**config.mk**
```make
export PLATFORM = sky130hd
export DESIGN_NAME = ps2_key_rx
export DESIGN_NICKNAME = d
export VERILOG_FILES = /design/src/rtl/ps2_key_rx.sv
export SDC_FILE = /design/constraint.sdc
export NUM_CORES = 1
export LEC_CHECK = 0
export ABC_AREA = 1
export BUFFER_PORTS_ARGS = -buffer_cell sky130_fd_sc_hd__buf_4
export CAP_MARGIN = 40
export CORE_ASPECT_RATIO = 0.9
export CORE_MARGIN = 4
export CORE_UTILIZATION = 55
export DETAILED_ROUTE_END_ITERATION = 10
export GPL_TIMING_DRIVEN = 0
export PLACE_DENSITY = 0.84
export SLEW_MARGIN = 20
export SYNTH_ARGS = -nofsm -noshare
export SYNTH_HDL_FRONTEND = slang
export SYNTH_SLANG_ARGS = --single-unit
```
**constraint.sdc**
```tcl
create_clock -name clk_sys -period 1.7 [get_ports clk_sys]
set_input_delay 0.425 -clock clk_sys [delete_from_list [all_inputs] [get_ports clk_sys]]
set_output_delay 0.425 -clock clk_sys [all_outputs]
set_load 0.005 [all_outputs]
```
**src/rtl/ps2_key_rx.sv**
```systemverilog
// ps2_key_rx: PS/2 keyboard receiver for clk_sys.
// Synchronises and deglitches the raw PS/2 pins, then deframes
// 11-bit frames (start, 8 data LSB-first, odd parity, stop).
// Scan codes are folded into the 11-bit ps2_key event word
// {toggle, pressed, extended, code}.
//
// Output handshake: byte_valid and frame_err are one-cycle pulses with no
// backpressure. byte_data is held between pulses. ps2_key changes only one
// cycle after a byte_valid pulse, and a consumer detects each new event by
// watching bit 10 toggle.
module ps2_key_rx #(
    parameter int FILTER_LEN = 8,
    parameter int TIMEOUT    = 24000
) (
    input  logic        clk_sys,
    input  logic        reset_n,
    input  logic        ps2_clk,
    input  logic        ps2_data,
    output logic [10:0] ps2_key,
    output logic        byte_valid,
    output logic [7:0]  byte_data,
    output logic        frame_err
);

    localparam int FW = $clog2(FILTER_LEN + 1);
    localparam int TW = $clog2(TIMEOUT + 1);
    localparam logic [FW-1:0] FILT_MAX = FW'(FILTER_LEN - 1);
    localparam logic [TW-1:0] TMO_MAX  = TW'(TIMEOUT - 1);

    typedef enum logic [1:0] {IDLE, DATA, PARITY, STOP} state_t;

    state_t         state;
    logic           clk_meta, clk_sync;
    logic           data_meta, data_sync;
    logic           clk_filt, clk_filt_d;
    logic [FW-1:0]  filt_cnt;
    logic           fall;
    logic [2:0]     bit_cnt;
    logic [7:0]     shift;
    logic           par_acc;
    logic           par_bit;
    logic [TW-1:0]  tmo_cnt;
    logic           timeout_hit;
    logic           ext, rel;

    // Two-flop synchronisers; idle-high so reset never fakes a falling edge.
    always_ff @(posedge clk_sys or negedge reset_n) begin
        if (!reset_n) begin
            clk_meta  <= 1'b1;
            clk_sync  <= 1'b1;
            data_meta <= 1'b1;
            data_sync <= 1'b1;
        end else begin
            clk_meta  <= ps2_clk;
            clk_sync  <= clk_meta;
            data_meta <= ps2_data;
            data_sync <= data_meta;
        end
    end

    // Clock deglitch: the filtered clock follows only after FILTER_LEN stable cycles.
    always_ff @(posedge clk_sys or negedge reset_n) begin
        if (!reset_n) begin
            clk_filt   <= 1'b1;
            clk_filt_d <= 1'b1;
            filt_cnt   <= '0;
        end else begin
            clk_filt_d <= clk_filt;
            if (clk_sync == clk_filt) begin
                filt_cnt <= '0;
            end else if (filt_cnt == FILT_MAX) begin
                clk_filt <= clk_sync;
                filt_cnt <= '0;
            end else begin
                filt_cnt <= filt_cnt + 1'b1;
            end
        end
    end

    assign fall        = clk_filt_d & ~clk_filt;
    // A falling edge in the same cycle rescues the frame from the timeout.
    assign timeout_hit = (state != IDLE) && (tmo_cnt == TMO_MAX) && !fall;

    // Frame receiver FSM with inactivity timeout and registered result pulses.
    always_ff @(posedge clk_sys or negedge reset_n) begin
        if (!reset_n) begin
            state      <= IDLE;
            bit_cnt    <= '0;
            shift      <= '0;
            par_acc    <= 1'b0;
            par_bit    <= 1'b0;
            tmo_cnt    <= '0;
            byte_valid <= 1'b0;
            byte_data  <= '0;
            frame_err  <= 1'b0;
        end else begin
            byte_valid <= 1'b0;
            frame_err  <= 1'b0;
            if (fall || state == IDLE) begin
                tmo_cnt <= '0;
            end else begin
                tmo_cnt <= tmo_cnt + 1'b1;
            end
            if (timeout_hit) begin
                state     <= IDLE;
                frame_err <= 1'b1;
            end else if (fall) begin
                case (state)
                    IDLE: begin
                        if (!data_sync) begin
                            state   <= DATA;
                            bit_cnt <= '0;
                            par_acc <= 1'b0;
                        end
                    end
                    DATA: begin
                        shift   <= {data_sync, shift[7:1]};
                        par_acc <= par_acc ^ data_sync;
                        bit_cnt <= bit_cnt + 3'd1;
                        if (bit_cnt == 3'd7) begin
                            state <= PARITY;
                        end
                    end
                    PARITY: begin
                        par_bit <= data_sync;
                        state   <= STOP;
                    end
                    STOP: begin
                        state <= IDLE;
                        if (data_sync && (par_acc ^ par_bit)) begin
                            byte_valid <= 1'b1;
                            byte_data  <= shift;
                        end else begin
                            frame_err <= 1'b1;
                        end
                    end
                    default: state <= IDLE;
                endcase
            end
        end
    end

    // Key decode: E0/F0 set prefix flags, any other byte emits an event.
    always_ff @(posedge clk_sys or negedge reset_n) begin
        if (!reset_n) begin
            ext     <= 1'b0;
            rel     <= 1'b0;
            ps2_key <= '0;
        end else if (frame_err) begin
            ext <= 1'b0;
            rel <= 1'b0;
        end else if (byte_valid) begin
            if (byte_data == 8'hE0) begin
                ext <= 1'b1;
            end else if (byte_data == 8'hF0) begin
                rel <= 1'b1;
            end else begin
                ps2_key <= {~ps2_key[10], ~rel, ext, byte_data};
                ext     <= 1'b0;
                rel     <= 1'b0;
            end
        end
    end

endmodule

```
---- Yosys cells after proc, flatten, opt, wreduce, memory -nomap -nowiden ----
Index checks and enable logic that the tools add are counted.
W data, S select, Z words.
word-level totals
  RAM bits ................................ 0
  bits of input ports ..................... 4
  logic and storage cells ................. 94
  register bits after elaboration ......... 63
  ROM bits ................................ 0
  memories kept ........................... 0
  latch bits .............................. 0
operators by class
  $add $sub $neg .......................... 3
  divide/modulo/power cells ............... 0
  bitwise operators ....................... 11
  shift operators ......................... 0
  $lt $le $gt $ge ......................... 0
  equal/unequal tests ..................... 14
  $mul .................................... 0
  reductions and logical operators ........ 19
  muxes and demuxes ....................... 28
operator list
  cell                     count
  $mux W1                  17
  $eq A8 B8 Y1 const B     2
  $add A15 B1 Y15 const B  1
  $eq A15 B15 Y1 const B   1
  $mux W15                 1
  $reduce_and A4 Y1        3
  $ne A3 B3 Y1 const B     3
  $reduce_and A3 Y1        3
  $mux W2                  4
  $mux W4                  2
  $not A1 Y1               8
  $pmux W2 S4              1
  $reduce_bool A2 Y1       4
  $pmux W3 S2              1
  $reduce_and A2 Y1        3
  $add A4 B1 Y4 const B    1
  $eq A2 B2 Y1 const B     2
  $eq A4 B3 Y1 const B     1
  $ne A2 B2 Y1 const B     2
  $add A3 B1 Y3 const B    1
  $eq A3 B3 Y1 const B     1
  $logic_and A1 B1 Y1      3
  $mux W3                  1
  $eq A2 B1 Y1 const B     1
  other kinds (7)          8

---- Depth between registers and ports, before layout ----
Gate-level depths: netlist (run 1).
  depth after elaboration ................. 6
  gate-level depth with buffers ........... 8
  depth with buffers taken out ............ 8

---- Least setup slack after synthesis (run 1) ----
OpenSTA, ideal clock, no wires.
  path kind ............................... register -> register
  from .................................... register state[0]
  to ...................................... register state[0]
  buffers on the path ..................... 0
  stages on the path, launching flop included .. 9
  arrival time ............................ 1.170 ns
  setup slack ............................. 0.413 ns
  data required time ...................... 1.583 ns
  period minus slack after synthesis ...... 1.287 ns
  path through ............................ dfrtp_1 inv_1 ha_1 inv_1 nand2_4 nor2_1 nand3_2 nand3_1 nand2_1
between the ends
  longest elaborated chain between the ends .. 5
RTL lines
  element                                                              RTL line  source
  start: declaration                                                   32        state_t state;
  start signal: assignment                                             87        state <= IDLE;
  start signal: assignment                                             105       state <= IDLE;
  start signal: assignment                                             111       state <= DATA;
  parallel branches: the longest is 5 deep, another holds $pmux W2 S4  n/a
Several ways; the timed one is not identified. The select of a mux whose other input is x is not followed.
A chain may end at the register's enable or synchronous reset.

---- Worst setup path after layout (run 1) ----
  from .................................... register state[0]
  to ...................................... register state[1]
The elaborated chain is that of the path after synthesis.

==> reports/metrics.cfg, run 1 <==
[finish]
nNetsFinal = 381
fillers = 397
n_antenna_cell = 0
area_growth_pct = 16.6
drive_gt1_share_pct = 20.9

[setup_path]
critPathSlowestCell = dfrtp_1
cp_max_fo = 9
path_common_cell = inv_1
cp-end-kind = flop
crit_type = flop to flop
rr_worst_depth = 8
reg2reg_slack_ps = 220
path_cells = inv_1 -> ha_1 -> inv_1 -> nand2_4 -> nor2_1 -> nand3_2 -> nand3_1 -> nand2_1
worst_ep_required_time_ps = 1930
r2r_end = state[1]
cp.arrival_ps = 1700
timing.critical_path.from_type = flop
critPathMaxStageDelay_ps = 400
r2r-start = state[0]

[timing]
min_period_ps = 1480
fin_setup_tns_ps = 0
slew_viol_final = 0
worst_pin_slew_ps = 400
hold_violations = 3
relSlewSlack_pct = 73.2
rsz0062_at_grt = no
fin_skew_ps = 10.6
fin_crit_sh_pct = 86.9
hold_ws_ps = -4.98
max_clock_freq_mhz = 677
setup_viol = 0

[clocking]
cts-root-buf = clkbuf_8
clock_path_buffers = 2
clock-sinks = 63
cts.reportedPaths.clkPinSlew_ps = 70
htreeDepth = 3
tritoncts = done
post_cts_resized = 0
cts_buffers = 9
cts_setup_buffers = 0
clk_latency_ps = 350
ctsHoldBuffers = 0

[grt]
grt_pass1_vias = 2168
grt_pass1_wl_um = 9820
grt_overflow = 0
grt_max_degree = 64
grt_util_all_layers_pct = 19.0
grt_antenna_before_repair = 0

[route]
drt.antenna.violating_nets = 0
drt_iter0_markers = 127
wirelength_um = 5400
firstDrtPassIters = 4
drc = 0
vias = 2226
viasPerCell = 5.07
avgRoutedWirePerCell_um = 12.3

[logic_synthesis]
yosysTopAreaCell = dfrtp_1
synth_top_area_share_pct = 48.6
synth.most_common_cell = nand2_1
synth_area_leaders = dfrtp_1 (49%), nand2_1 (11%), dfstp_2 (5.4%), nor2_1 (5.0%), inv_1 (4.7%)
synth_cells = 333
synth.distinct_cells = 32
synthTopCellsByCount = nand2_1 (88), dfrtp_1 (57), nor2_1 (39), inv_1 (37), nand3_1 (26)
synthArstFlopShare_pct = 100
avgSynthCellArea_sq_um = 8.81
synth_nets = 345
synth_ff_type = dfrtp_1
syn_area_sq_um = 2940
ys_seq_area_share_pct = 54.0
yosys_warnings = 0
synth_edf_count = 0
ys_seq_elements = 63

[status]
status = finished with violations
violations = hold timing

[die]
io_pins = 25
die_h_um = 77.3
die_area_sq_um = 6570
die_w_um = 85.0
std_cell_rows = 24
start_util_pct = 58.5
core_sq_um = 5010

[pwr]
powerDensity_nw_per_um2 = 1130
p_leak_nw = 1.69
max-vdd-ir-drop_mv = 0.677

[job]
maxCapViolations = 0

[place]
port_buffers = 24
place_congestion = 0.834
hpwl_um = 3870

[hold_path]
min-delay-path-class = input pin to asynchronous set/reset pin

flip-flops by register name, summed over array words and instances, names as in the netlist, 2 cells and up:
name / count
byte_data: 8
ps2_key: 11
tmo_cnt: 15
state: 2
bit_cnt: 3
shift: 8
filt_cnt: 4
power by group:
| part | internal [mW] | switching (mW) |
|---|---|---|
| clock network | 0.818 | 0.551 |
| registers | 1.67 | 0.141 |
| logic | 0.243 | 0.434 |
layout by cell type, fill, tap and decap left out, types with 2 or more instances in the layout:
cell type,synthesis,layout
a21oi_1,6,6
buf_4,1,25
buf_6,2,2
bufinv_16,0,2
clkbuf_1,1,3
clkbuf_8,0,9
clkinv_2,0,3
dfrtp_1,57,57
dfstp_2,6,6
ha_1,8,8
inv_1,37,37
inv_2,3,3
nand2_1,88,88
nand2_2,6,6
nand2_4,2,2
nand3_1,26,26
nand3b_1,3,3
nor2_1,39,39
nor2_2,2,2
nor3_1,3,3
o21ai_0,16,16
o21ai_2,9,9
o31ai_1,2,2
or2_2,2,2
xnor2_1,3,3
xor2_1,2,2
critical path: cells and delay by family, from the launching register on:
family	cells	cell delay, ps
simple gates	5	520
flops	1	400
fa+ha+maj	1	240
buf+inv	2	180
per-stage QoR:
stage	cells	area (sq um)	power, mW	util [%]	setup slack [ps]
after floorplan	333	2940	2.32	-	413
after global placement	422	3200	2.47	63.7	283
after detailed placement	422	3200	2.52	63.7	239
after CTS	438	3400	3.89	67.9	228
after global routing	439	3420	4.11	68.3	45.8
final	439	3420	3.86	68.3	223
how the worst max path moves through the flow:
stage,start,end,cells after the start,slack [ps]
after floorplan,state[0],state[0],8,410
after global routing,state[0],state[0],8,50
after CTS,state[0],state[0],8,230
after global placement,state[1],shift[4],6,280
final,state[0],state[1],8,220
after detailed placement,state[0],state[0],8,240
layer usage:
metal  up-vias  part of all wire (%)  GRT usage (%)
li1       1121                     -              -
met5         -                     0              0
met4         0                   1.0           6.49
met1      1048                    46           24.2
met2        51                    48           29.7
met3         6                   5.8           7.72
layout make-up:
cell class                      instances  area, sq um  area share, %
Tap cell                               65         81.3           2.38
Inverter                               40          150           4.39
Clock buffer                           11          131           3.84
Sequential cell                        63         1580           46.3
Timing Repair Buffer                   25          200           5.85
Multi-Input combinational cell        225         1160           34.0
Clock inverter                          5         75.1           2.19
Buffer                                  5         38.8           1.13
cells by family after synthesis:
kind of cell	synth area share [%]
and+or+nand+nor	26.9
DFF	54.0
buffers and inverters	6.44
AOI/OAI and AO/OA	7.76
adders and majority gates	3.41
xor gates and xnor gates	1.49
Note: power is estimated with default switching activity, not from simulation.
==> run 2: changes to the inputs <==
Settings changed: CELL_PAD_IN_SITES_DETAIL_PLACEMENT from default to 1, CELL_PAD_IN_SITES_GLOBAL_PLACEMENT from default to 1, CORE_UTILIZATION 55 to 45, GPL_TIMING_DRIVEN 0 to default, PLACE_DENSITY 0.84 to 0.89.
==> reports/metrics.cfg, run 2 (synthesis gave the netlist of run 1 again) <==
[route]
firstDrtPassIters = 4  ; unchanged
wirelength_um = 7000  ; +30%
drt_iter0_markers = 121  ; -4.7%
viasPerCell = 5.10  ; +0.63%
drt.antenna.violating_nets = 0  ; unchanged
drc = 0  ; unchanged
vias = 2337  ; +5.0%
avgRoutedWirePerCell_um = 15.3  ; +24%

[timing]
fin_skew_ps = 13.0  ; +2.37 ps
max_clock_freq_mhz = 658  ; -2.7%
slew_viol_final = 0  ; unchanged
min_period_ps = 1520  ; +41.8 ps
setup_viol = 0  ; unchanged
hold_violations = 0  ; -3
relSlewSlack_pct = 72.9  ; -0.26 points
worst_pin_slew_ps = 405  ; +4.25 ps
fin_crit_sh_pct = 89.3  ; +2.5 points
rsz0062_at_grt = no
fin_setup_tns_ps = 0  ; unchanged

[hold_path]
min-delay-path-class = input pin to flop
worstHoldPathCells = 1

[place]
port_buffers = 24  ; unchanged
placed_cells = 441  ; +4.5%
place_congestion = 0.821  ; -1.6%
hpwl_um = 5220  ; +35%

[grt]
grt_pass1_vias = 2567  ; +18%
grt_antenna_before_repair = 0  ; unchanged
grt_pass1_wl_um = 12300  ; +26%
grt_max_degree = 39  ; -39%
grt_overflow = 0  ; unchanged
grt_util_all_layers_pct = 20.1  ; +1.0 points

[status]
status = complete, no violations

[finish]
drive_gt1_share_pct = 20.5  ; -0.37 points
layout_common_cells = nand2_1 (88), dfrtp_1 (57), nor2_1 (39)
largest_reg_flops = 15  ; unchanged
regMostFlops = tmo_cnt
fillers = 761  ; +92%
final_cells = 458  ; +4.3%
area_growth_pct = 16.2
reg_top3 = tmo_cnt: 15 flops, ps2_key: 11 flops
n_antenna_cell = 0  ; unchanged
fin_util_pct = 54.9  ; -13 points
nNetsFinal = 378  ; -0.79%
final_common_cell = nand2_1

[clocking]
clock_path_buffers = 2  ; unchanged
cts-root-buf = clkbuf_8
cts_setup_buffers = 0  ; unchanged
cts_buffers = 9  ; unchanged
clk_latency_ps = 350  ; about the same
ctsHoldBuffers = 1  ; +1
post_cts_resized = 0  ; unchanged
htreeDepth = 3  ; unchanged
clock-sinks = 63  ; unchanged
cts.reportedPaths.clkPinSlew_ps = 70  ; about the same
tritoncts = done

[pwr]
combPwrFrac_pct = 18.5  ; +1.0 points
max-vdd-ir-drop_mv = 0.573  ; -15%
power_report.internal_total_mw = 2.58  ; -5.4%
p_sw_mw = 1.22  ; +8.5%
p_leak_nw = 1.67  ; -1.5%
seq_power_share_pct = 47.9  ; +1.0 points
clkPwrFrac_pct = 33.6  ; -1.9 points
p_sw_share_pct = 32.1  ; +2.9 points
powerDensity_nw_per_um2 = 1110  ; -1.0%

[setup_path]
worst_ep_required_time_ps = 1940  ; about the same
rr_worst_depth = 6  ; -2
timing.critical_path.from_type = flop
cp-end-kind = flop
crit_type = flop to flop
cp.arrival_ps = 1760  ; +60 ps
cp_max_fo = 6  ; -3

[job]
maxCapViolations = 0  ; unchanged

[die]
core_sq_um = 6220  ; +24%
start_util_pct = 47.2  ; -11 points
die_h_um = 84.6  ; +9.5%
die_w_um = 93.1  ; +9.6%
die_area_sq_um = 7880  ; +20%
io_pins = 25  ; unchanged
std_cell_rows = 27  ; +13%

## run 2: cell types whose count changed in the layout (fill, tap and decap cells not counted), sizes merged
cell / change
clkinv: +1
clkinvlp: +1
dlygate4sd3: +1
buf: -3
clkbuf: -2
bufinv: -1
## run 2: path summary, 6_finish.rpt
check	end	start	slack [ps]
hold reg to reg	data_sync	data_meta	360
max in group asynchronous	data_sync	reset_n	600
setup reg to reg	tmo_cnt[14]	tmo_cnt[0]	180
min in group asynchronous	tmo_cnt[6]	reset_n	520
hold / removal	clk_meta	ps2_clk	180
setup / recovery	tmo_cnt[14]	tmo_cnt[0]	180
## run 2: metal layers
layer / up-vias / track usage, % / share of wire [%]
met2: 53 / 35.4 / 51
li1: 1116 / - / -
met4: 0 / 6.13 / 1.8
met1: 1154 / 23.2 / 43
met3: 14 / 6.54 / 4.8
met5: - / 0 / 0
## run 2: final cells by class
type | instances | area, sq um | area share (%)
well taps | 87 | 109 | 3.19
multi-input cells | 225 | 1160 | 34.1
flip-flops and latches | 63 | 1580 | 46.4
inverters | 40 | 150 | 4.40
repair buffers | 27 | 218 | 6.38
clock buffers | 10 | 128 | 3.74
clock inverters | 6 | 61.3 | 1.80
## run 2: power groups by stage
| stage | logic, mW | registers [mW] | clock network [mW] |
|---|---|---|---|
| final | 0.705 | 1.82 | 1.28 |
| after global placement | 0.661 | 1.82 | 0 |
| after CTS | 0.723 | 1.82 | 1.31 |
| after detailed placement | 0.714 | 1.85 | 0 |
| after floorplan | 0.516 | 1.80 | 0 |
| after global routing | 0.823 | 1.84 | 1.39 |
## run 2: worst max-delay path, cell delays in order, from the launching register on
cell and delay, ps:
dfrtp_1 450, ha_1 260, nand3_4 140, nor3_4 240
nand3_1 120, nor2_1 140, nor2_1 60
## run 2: per-stage QoR
stage	setup WS [ps]	hold slack [ps]	area (sq um)	power, mW
after floorplan	413	129	2940	2.32
after global placement	304	346	3210	2.49
after detailed placement	163	347	3210	2.56
after CTS	154	170	3410	3.85
after global routing	31.9	166	3410	4.06
final	181	182	3410	3.80
==> run 3: changes to the inputs <==
Settings changed: ABC_AREA 1 to 0, CORE_UTILIZATION 45 to 48.
==> reports/metrics.cfg, run 3 <==
[status]
status = complete, no violations

[route]
drt.antenna.violating_nets = 0  ; unchanged
drc = 0  ; unchanged
avgRoutedWirePerCell_um = 16.7  ; +9.0%
vias = 1845  ; -21%
drt_iter0_markers = 44  ; -64%
firstDrtPassIters = 4  ; unchanged
viasPerCell = 5.49  ; +7.6%
wirelength_um = 5600  ; -20%

[finish]
regMostFlops = tmo_cnt
reg_top3 = tmo_cnt: 15 flops, ps2_key: 11 flops
final_cells = 336  ; -27%
n_antenna_cell = 0  ; unchanged
layout_common_cells = dfrtp_1 (57), buf_4 (31), nor2_1 (22)
drive_gt1_share_pct = 32.7  ; +12 points
final_common_cell = dfrtp_1
largest_reg_flops = 15  ; unchanged
nNetsFinal = 273  ; -28%
area_growth_pct = 17.8

[grt]
grt_util_all_layers_pct = 18.2  ; -1.9 points
grt_overflow = 0  ; unchanged
grt_pass1_wl_um = 9710  ; -21%
grt_max_degree = 47  ; +21%
grt_antenna_before_repair = 0  ; unchanged
grt_pass1_vias = 1960  ; -24%

[logic_synthesis]
yosysTopAreaCell = dfrtp_1
synth_cells = 225  ; -32%
syn_area_sq_um = 2820  ; -4.0%
synthTopCellsByCount = dfrtp_1 (57), nor2_1 (22), mux2_2 (19), nand2_1 (14), xor2_1 (10)
ys_seq_elements = 63  ; unchanged
ys_seq_area_share_pct = 56.2  ; +2.2 points
synth_area_leaders = dfrtp_1 (51%), mux2_2 (7.6%), dfstp_2 (5.6%), ha_1 (3.6%), xor2_1 (3.1%)
synth_nets = 237  ; -31%
synth.distinct_cells = 48  ; +50%
synth.most_common_cell = dfrtp_1
synth_ff_type = dfrtp_1
synthArstFlopShare_pct = 100  ; unchanged
synth_edf_count = 0  ; unchanged
synth_top_area_share_pct = 50.6  ; +2.0 points
avgSynthCellArea_sq_um = 12.5  ; +42%
yosys_warnings = 0  ; unchanged

[timing]
max_clock_freq_mhz = 627  ; -4.7%
hold_violations = 0  ; unchanged
fin_crit_sh_pct = 93.8  ; +4.4 points
fin_setup_tns_ps = 0  ; unchanged
setup_viol = 0  ; unchanged
worst_pin_slew_ps = 393  ; -11.6 ps
fin_skew_ps = 12.2  ; -0.804 ps
slew_viol_final = 0  ; unchanged
min_period_ps = 1590  ; +75.2 ps
hold_ws_ps = 184  ; +2.68 ps
rsz0062_at_grt = no
relSlewSlack_pct = 73.8  ; +0.85 points

[setup_path]
cp_max_fo = 6  ; unchanged
critical-path-top-delay-family = simple AND/OR/NAND/NOR gates
path_buf_inv = 1  ; +1
critPathMaxStageDelay_ps = 380  ; -70 ps
worst_ep_required_time_ps = 1910  ; -30 ps
critPathSlowestCell = dfrtp_1
cp-end-kind = flop
timing.critical_path.from_type = flop
crit_type = flop to flop
cp.arrival_ps = 1800  ; +40 ps
path_cells = inv_1 -> ha_1 -> nand2b_1 -> nor4_4 -> o31ai_1

[clocking]
clk_latency_ps = 350  ; about the same
clock_path_buffers = 2  ; unchanged
tritoncts = done
cts-root-buf = clkbuf_8
htreeDepth = 3  ; unchanged
cts_setup_buffers = 0  ; unchanged
cts_buffers = 9  ; unchanged
cts.reportedPaths.clkPinSlew_ps = 70  ; about the same
clock-sinks = 63  ; unchanged

[place]
placed_cells = 319  ; -28%
hpwl_um = 3990  ; -24%
port_buffers = 24  ; unchanged
place_congestion = 0.761  ; -7.3%

[die]
io_pins = 25  ; unchanged
start_util_pct = 49.5  ; +2.3 points
std_cell_rows = 26  ; -3.7%
core_sq_um = 5690  ; -8.4%
die_area_sq_um = 7160  ; -9.1%
die_h_um = 80.7  ; -4.6%
die_w_um = 88.8  ; -4.7%

[pwr]
p_leak_nw = 1.63  ; -2.1%
seq_power_share_pct = 45.8  ; -2.1 points
power_report.internal_total_mw = 2.81  ; +8.9%
p_sw_mw = 1.37  ; +13%
clkPwrFrac_pct = 29.3  ; -4.3 points
p_sw_share_pct = 32.8  ; +0.73 points
powerDensity_nw_per_um2 = 1260  ; +13%
max-vdd-ir-drop_mv = 0.691  ; +21%
combPwrFrac_pct = 24.9  ; +6.4 points

[hold_path]
min-delay-path-class = input pin to flop

[job]
maxCapViolations = 0  ; unchanged

## run 3: repair_timing
action                     in CTS  in global routing
hold endpoints to repair       17                  0
hold buffers                    1                  0
setup endpoints to repair       0                  5
gates resized for setup         0                  2
## run 3: worst paths after layout
| check | start | depth (start not counted) | end | slack (ps) |
|---|---|---|---|---|
| max | state[0] | 5 | state[1] | 110 |
| min | ps2_clk | 1 | clk_meta | 180 |
| max reg2reg | state[0] | 5 | state[1] | 110 |
| min reg2reg | clk_meta | 0 | clk_sync | 360 |
| max in group asynchronous | reset_n | 3 | data_meta | 610 |
| min in group asynchronous | reset_n | 2 | tmo_cnt[11] | 500 |
## run 3: layer usage
layer  track usage [%]  wire [um]  vias to the layer above  share of wire [%]
met5                 0          0                        -                  0
met4              5.44         89                        0                1.6
met3              7.38        248                       12                4.4
met2              29.1       2750                       28                 49
met1              22.6       2510                      943                 45
li1                  -          -                      862                  -
## run 3: cell type report
type	count	area [sq um]
clock buffers	12	165
repair buffers	33	263
flip-flops and latches	63	1580
inverters	6	22.5
fillers	578	2370
well taps	70	87.6
multi-input cells	148	1170
clock inverters	4	28.8
## run 3: power by group through the flow
stage                     registers [mW]  logic [mW]  clock network, mW
after floorplan                     1.89       0.754                  0
after global placement              1.92       0.964                  0
after detailed placement            1.95        1.03                  0
after CTS                           1.92        1.05               1.27
after global routing                1.95        1.19               1.35
final                               1.92        1.04               1.23
## run 3: cell families after synthesis
kind of cell,Yosys count,share of synthesized area (%)
and+or+nand+nor,73,15.5
DFF,63,56.2
AOI/OAI and AO/OA,27,7.37
adders and majority gates,8,3.55
buffers and inverters,14,2.49
muxes,23,9.32
xor gates and xnor gates,17,5.55
## run 3: metrics by stage
| stage | setup WS, ps | total power [mW] | utilization, % | area (sq um) |
|---|---|---|---|---|
| 3_3_place_gp | 204 | 2.89 | 54.7 | 3110 |
| 2_1_floorplan | 198 | 2.65 | - | 2820 |
| 3_5_place_dp | 80.9 | 2.98 | 54.7 | 3110 |
| 5_1_grt | 26.2 | 4.49 | 58.3 | 3320 |
| 6_report | 106 | 4.19 | 58.3 | 3320 |
| 4_1_cts | 67.9 | 4.23 | 58.2 | 3320 |
